==> src/rtl/fifo_serial_tx_pkg.sv <==
// fifo_serial_tx_pkg: state encoding and sizing helpers shared by the serial drain stage
package fifo_serial_tx_pkg;
  typedef enum logic [2:0] {S_IDLE, S_FETCH, S_START, S_DATA, S_STOP} state_t;
  localparam int CLKS_PER_BIT_DEF = 16;
  localparam int DATA_W_DEF = 8;
  localparam int FRAME_LEN = (DATA_W_DEF + 2) * CLKS_PER_BIT_DEF;
  function automatic int cnt_w(input int n);
    return (n > 2) ? $clog2(n) : 1;
  endfunction
  function automatic int frame_len(input int cpb, input int dw);
    return (dw + 2) * cpb;
  endfunction
endpackage

==> src/rtl/fifo_serial_tx_bit_timer.sv <==
// bit_timer: counts clk cycles within one serial bit
//   clk, clrn   clock, async active-low reset
//   run         count while 1, hold at zero while 0
//   tick        terminal count (last cycle of the bit)
//   pre_tick    one cycle before tick, lets the top register end-of-bit outputs
module bit_timer
  import fifo_serial_tx_pkg::*;
#(
  parameter int CLKS_PER_BIT = 16
) (
  input  logic clk,
  input  logic clrn,
  input  logic run,
  output logic tick,
  output logic pre_tick
);
  localparam int CW = cnt_w(CLKS_PER_BIT);
  logic [CW-1:0] cnt_q, cnt_d;
  always_comb begin
    tick = run && cnt_q == CW'(CLKS_PER_BIT - 1);
    pre_tick = run && cnt_q == CW'(CLKS_PER_BIT - 2);
    cnt_d = (run && !tick) ? cnt_q + 1'b1 : '0;
  end
  always_ff @(posedge clk or negedge clrn)
    if (!clrn) cnt_q <= '0;
    else cnt_q <= cnt_d;
endmodule

==> src/rtl/fifo_serial_tx.sv <==
// fifo_serial_tx: pops bytes from a FIFO and sends them as start/8N/stop serial frames
//   clk, clrn    clock, async active-low reset
//   fifo_dout    head-of-FIFO byte, fifo_empty FIFO empty flag
//   fifo_read    registered one-cycle pop strobe
//   cts          clear-to-send, sampled only in IDLE
//   txd          serial line (idles high), busy FETCH..STOP, done last STOP cycle
module fifo_serial_tx
  import fifo_serial_tx_pkg::*;
#(
  parameter int CLKS_PER_BIT = 16,
  parameter int DATA_W = 8
) (
  input  logic              clk,
  input  logic              clrn,
  input  logic [DATA_W-1:0] fifo_dout,
  input  logic              fifo_empty,
  output logic              fifo_read,
  input  logic              cts,
  output logic              txd,
  output logic              busy,
  output logic              done
);
  localparam int BW = cnt_w(DATA_W);
  state_t state_q, state_d;
  logic [DATA_W-1:0] shift_q, shift_d;
  logic [BW-1:0] bit_q, bit_d;
  logic txd_q, txd_d, fifo_read_q, fifo_read_d, busy_q, busy_d, done_q, done_d;
  logic run, tick, pre_tick;

  bit_timer #(.CLKS_PER_BIT(CLKS_PER_BIT)) u_timer (
    .clk(clk), .clrn(clrn), .run(run), .tick(tick), .pre_tick(pre_tick)
  );

  // Outputs are registered from the next state so they line up with the state they describe.
  always_comb begin
    run = state_q == S_START || state_q == S_DATA || state_q == S_STOP;
    state_d = state_q;
    shift_d = shift_q;
    bit_d = bit_q;
    case (state_q)
      S_IDLE:  state_d = (!fifo_empty && cts) ? S_FETCH : S_IDLE;
      S_FETCH: begin
        shift_d = fifo_dout;
        bit_d = '0;
        state_d = S_START;
      end
      S_START: state_d = tick ? S_DATA : S_START;
      S_DATA:  if (tick) begin
        shift_d = shift_q >> 1;
        bit_d = (bit_q == BW'(DATA_W - 1)) ? bit_q : bit_q + 1'b1;
        state_d = (bit_q == BW'(DATA_W - 1)) ? S_STOP : S_DATA;
      end
      S_STOP:  state_d = tick ? S_IDLE : S_STOP;
      default: state_d = S_IDLE;
    endcase
    txd_d = state_d == S_START ? 1'b0 : state_d == S_DATA ? shift_d[0] : 1'b1;
    fifo_read_d = state_d == S_FETCH;
    busy_d = state_d != S_IDLE;
    done_d = state_q == S_STOP && pre_tick;
  end

  always_ff @(posedge clk or negedge clrn)
    if (!clrn) begin
      state_q <= S_IDLE;
      shift_q <= '0;
      bit_q <= '0;
      txd_q <= 1'b1;
      fifo_read_q <= 1'b0;
      busy_q <= 1'b0;
      done_q <= 1'b0;
    end else begin
      state_q <= state_d;
      shift_q <= shift_d;
      bit_q <= bit_d;
      txd_q <= txd_d;
      fifo_read_q <= fifo_read_d;
      busy_q <= busy_d;
      done_q <= done_d;
    end

  assign txd = txd_q;
  assign fifo_read = fifo_read_q;
  assign busy = busy_q;
  assign done = done_q;
endmodule

==> config.mk <==
export PLATFORM = sky130hd
export DESIGN_NAME = fifo_serial_tx
export DESIGN_NICKNAME = d
export VERILOG_FILES = /design/src/rtl/fifo_serial_tx_pkg.sv /design/src/rtl/fifo_serial_tx_bit_timer.sv /design/src/rtl/fifo_serial_tx.sv
export SDC_FILE = /design/constraint.sdc
export NUM_CORES = 1
export LEC_CHECK = 0
export ABC_AREA = 0
export BUFFER_PORTS_ARGS = -buffer_cell sky130_fd_sc_hd__buf_4
export CAP_MARGIN = 20
export CORE_ASPECT_RATIO = 0.7
export CORE_UTILIZATION = 40
export CTS_CLUSTER_DIAMETER = 200
export DETAILED_ROUTE_END_ITERATION = 7
export PLACE_DENSITY = 0.67
export SYNTH_ARGS = -nofsm -noshare
export SYNTH_HDL_FRONTEND = slang
export SYNTH_SLANG_ARGS = --single-unit
==> constraint.sdc <==
create_clock -name clk -period 2.8 [get_ports clk]
set_input_delay 0.56 -clock clk [delete_from_list [all_inputs] [get_ports clk]]
set_output_delay 0.56 -clock clk [all_outputs]
set_load 0.02 [all_outputs]
Yosys cells after proc, flatten, opt, wreduce, memory -nomap -nowiden
Cells that the tools add are included.

Memories: 0. Bits in writable memories: 0. Flip-flop bits (word level): 22. Logic and storage cells: 51. Bits in read-only memories: 0. Output and inout bits: 4. Input port bits: 12. Latch bits: 0.

Shift-type cells: 0. Magnitude comparators: 0. Reduce and logical (&&, ||, !) cells: 14. Muxes and demuxes: 14. Bitwise logic cells: 0. $add $sub $neg: 2. Eq/ne operators: 12. Divide/modulo/power cells: 0. Multiply operators: 0.

Operators with widths (number): 8-bit case mux with 2 select lines (1); 3-bit two-way mux (5); 3-bit case mux with 5 select lines (1); 3-bit by 2-bit == test with 1-bit output, second input constant (4); 4-bit == test, second input constant (2); 8-bit two-way mux (1); 3-bit by 1-bit == test with 1-bit output, second input constant (2); 3-bit == test, second input constant (2); 3-bit case mux with 2 select lines (1); 1-bit logical AND (5); 4-bit by 1-bit adder with 4-bit output, second input constant (1); 1-bit two-way mux (4); 4-bit two-way mux (1); 2-bit != test, second input constant (2); 3-bit by 1-bit adder with 3-bit output, second input constant (1); 3-bit logical NOT (1); 3-bit AND reduction (1); 3-bit nonzero test (1); 1-bit logical NOT (2); 1-bit logical OR (2); 2-bit AND reduction (1); 2-bit nonzero test (1).

Logic depth before layout (Yosys ltp)
Depth after elaboration: 9. Mapped depth: 6.

Hierarchy
Synthesis repeated with hierarchy kept, for this count alone.

Cell total of the unflattened synthesis: 108. Area total of the unflattened synthesis: 1146.1 um^2.

Modules (own cells, without submodules): fifo_serial_tx (cells an instance 90, seq. area each 451.7 um^2, area each 934.6 um^2, instances 1); bit_timer (cells an instance 18, seq. area each 100.1 um^2, area each 211.5 um^2, instances 1).

Worst setup path before layout
No wires, ideal clock.

Kind: reg2reg. From: register bit_q[0]. To: register bit_q[0]. Arrival: 1.477 ns. Clock period less this slack: 1.543 ns. Slack: 1.257 ns. Cell stages (with the launch flop): 6. Cell sequence: dfrtp_1 -> ha_1 -> ha_1 -> or4_1 -> nand2_1 -> a22o_1.

Longest elaborated chain between the ends: 4. Elaborated cells between the ends (all ways): 7.

RTL lines: from (decl) (line fifo_serial_tx.sv:26) `logic [BW-1:0] bit_q, bit_d;`; from (signal assigned) (line fifo_serial_tx.sv:74) `bit_q <= bit_d;`; 3-bit by 1-bit adder with 3-bit output (line fifo_serial_tx.sv:50) `bit_d = (bit_q == BW'(DATA_W - 1)) ? bit_q : bit_q + 1'b1;`; 3-bit two-way mux (line fifo_serial_tx.sv:50); 3-bit two-way mux (line fifo_serial_tx.sv:48) `S_DATA: if (tick) begin`; 3-bit case mux with 2 select lines (line fifo_serial_tx.sv:40) `case (state_q)`.

Parallel ways exist; a longest one is shown, timed or not. The select of a mux whose other input is x is not followed. A chain may end at the register's enable or synchronous reset.

Worst setup path in the final report
From: register u_timer.cnt_q[0]. To: register shift_q[3].

Longest elaborated chain between the ends: 4.

RTL lines: from (decl) (line fifo_serial_tx_bit_timer.sv:18) `logic [CW-1:0] cnt_q, cnt_d;`; from (signal assigned) (line fifo_serial_tx_bit_timer.sv:26) `else cnt_q <= cnt_d;`; 4-bit == test (line fifo_serial_tx_bit_timer.sv:20) `tick = run && cnt_q == CW'(CLKS_PER_BIT - 1);`; 1-bit logical AND (line fifo_serial_tx_bit_timer.sv:20); 2-bit != test (no line); 2-bit AND reduction (no line); to (signal assigned) (line fifo_serial_tx.sv:73) `shift_q <= shift_d;`; to (decl) (line fifo_serial_tx.sv:25) `logic [DATA_W-1:0] shift_q, shift_d;`.

Every way passes these cells.

==> results.cfg <==
[drt]
first_pass_iters = 4
totalWireLength_um = 2010
vias = 819
post_drt_wl_per_cell_um = 13.3
ant_nets = 0
drc_errors = 0
first_iter_violations = 17
viasPerCell = 5.42

[global_routing]
grt_pass1_wl_um = 3540
grt_pass1_vias = 775
antenna_found_initial = 0
grt_max_degree = 23
grtUsageTotal_pct = 17.0
grt_overflow = 0

[die]
die_w_um = 63.6
rows = 15
die_h_um = 45.1
start_util_pct = 42.6
coreArea_um2 = 2500
io_pins = 16
die-area_um2 = 2870

[timing]
tightest_slew_ns = 0.541
finalSetupViolCount = 0
layout_min_cycle_time_ns = 1.77
finClkSkew_ns = 0.00436
finalHoldViolations = 0
fin_crit_sh_pct = 63.3
fmax_mhz = 564
max_slew_margin_pct = 63.9
rsz0062_at_grt = no
maxSlewViolCount = 0
setup_ws_ns = 1.03
setup_tns_ns = 0

[cts]
hold_buffers = 0
cts_root_buf = clkbuf_8
cts-resized-gates = 0
clk_path_buf_depth = 2
cts_buffers = 3
cts_tree = yes
cts.sinks = 22
htree_levels = 1
postCtsSetupBuffers = 0
clk_latency_ns = 0.26
cts.reportedPaths.clkPinSlew_ns = 0.07

[critical_path]
slowest_delay_ns = 0.48
cp.required_ns = 2.92
crit_path_end = shift_q[3]
path_class = flop to flop
cp.arrival_ns = 1.90
crit_fanout = 15
timing.rr.end = shift_q[3]
crit_chain = ha_1, and3_1, nand2_1, o22ai_1, a21oi_1
r2r_start = u_timer.cnt_q[0]
startpoint_type = flop
r2r_slack_ns = 1.03
crit_path_end_kind = flop
reg2reg_depth = 5
cp-startpoint = u_timer.cnt_q[0]
slowest_stage = and3_1

[final_layout]
drive_gt1_share_pct = 20.5
antenna_cells = 0
fillers = 238
nets = 134
area_growth_pct = 16.5
fin_util_pct = 49.6
stdcell_count = 151
post-route-cell-area_um2 = 1240

[power]
sequentialPowerShare_pct = 59.3
leakagePower_nw = 0.598
internal_power_uw = 431
peakVddDrop_uv = 205
power_frac_clock_pct = 37.1
pwr-share-comb_pct = 3.6
p_sw_uw = 107
swShare_pct = 19.9
p_per_area_nw_per_um2 = 435

[synth]
synth-seq-cells = 22
synth_cells = 102
yosysUniqueCellTypes = 35
avgSynthCellArea_um2 = 10.4
syn_nets = 118
yosysSeqAreaShare_pct = 51.9
ys.flop_type = dfrtp_1
synth_edf_count = 0
syn_area_um2 = 1060
ys_warn_count = 0
async_flop_share_pct = 100

[placed_design]
place_area_um2 = 1190
dp_hpwl_um = 1440
io_buffer_count = 15
placedCellCount = 147
place_ws_ns = 1.04
gp_congestion = 0.816

[worst_hold_path]
hp-class = input pin to asynchronous set/reset pin

[run]
drv_cap = 0

[status]
status = finished clean
placed cells by master (no fill, tap or decap), types with 3 or more instances in the layout:
cell	count
nand2_1	5
clkbuf_8	3
nand3_1	4
ha_1	4
o21ai_1	3
buf_4	16
nor2_1	7
a21oi_1	8
o22ai_1	14
dfrtp_1	21
inv_1	5
state kept, by name (all words and copies together) (netlist names):
signal / flops
done: 1
shift_q: 8
busy: 1
txd: 1
bit_q: 3
fifo_read: 1
u_timer.cnt_q: 4
state_q: 3
layer usage:
metal / vias up / global-route usage [%] / share of wire [%]
met5: - / 0 / 0
met4: 0 / 8.18 / 2.3
met3: 4 / 5.81 / 4.0
met2: 14 / 25.7 / 41
met1: 390 / 22.3 / 52
li1: 411 / - / -
cell families after synthesis:
| family | Yosys count | synth area share [%] |
|---|---|---|
| compound gates | 39 | 24.9 |
| xor+xnor | 2 | 1.65 |
| fa+ha+maj | 4 | 4.71 |
| buf+inv | 10 | 4.83 |
| flops | 22 | 51.9 |
| simple gates | 25 | 12.0 |
power by group through the flow:
stage | clock [mW] | sequential (mW) | combinational, mW
3_3_place_gp | 0 | 0.325 | 0.0197
3_5_place_dp | 0 | 0.325 | 0.0200
2_1_floorplan | 0 | 0.325 | 0.00200
6_report | 0.200 | 0.319 | 0.0193
4_1_cts | 0.205 | 0.319 | 0.0200
5_1_grt | 0.214 | 0.319 | 0.0219
how the worst min path moves through the flow:
| stage | from | end | slack, ns | depth (start not counted) |
|---|---|---|---|---|
| CTS | clrn | shift_q[6] | 0.17 | 1 |
| finish | clrn | shift_q[6] | 0.17 | 1 |
| floorplan | clrn | bit_q[0] | 0.26 | 0 |
| detailed placement | clrn | shift_q[0] | 0.46 | 1 |
| global route | clrn | shift_q[6] | 0.18 | 1 |
| global placement | clrn | shift_q[0] | 0.46 | 1 |
critical path: cells and delay by family, from the launching register on:
| family | cells | cell delay [ns] |
|---|---|---|
| simple gates | 2 | 0.71 |
| flops | 1 | 0.39 |
| compound gates | 2 | 0.30 |
| fa+ha+maj | 1 | 0.23 |
stage by stage:
stage | power [mW] | hold WS (ns)
5_1_grt | 0.555 | 0.184
4_1_cts | 0.543 | 0.172
6_report | 0.538 | 0.165
3_5_place_dp | 0.345 | 0.463
2_1_floorplan | 0.327 | 0.264
3_3_place_gp | 0.345 | 0.460
synthesized netlist by cell type (2+ instances only):
master,instances,area [µm²]
dfrtp_1,21,526
o22ai_1,14,87.6
ha_1,4,50.1
nand3_1,4,20.0
and3_1,2,12.5
o31ai_1,2,15.0
buf_2,2,10.0
a22o_1,2,17.5
nand2b_1,2,12.5
o21ai_1,3,15.0
nand2_1,5,18.8
a21oi_1,8,40.0
inv_1,5,18.8
nor2_1,7,26.3
layout make-up:
cell class | count | area, µm² | area share, %
sequential | 22 | 552 | 44.6
multi-input combinational | 70 | 459 | 37.1
timing repair buffer | 16 | 120 | 9.71
clock buffer | 4 | 45.0 | 3.64
tap | 34 | 42.5 | 3.44
inverter | 5 | 18.8 | 1.52
(Power assumes the default switching activity.)
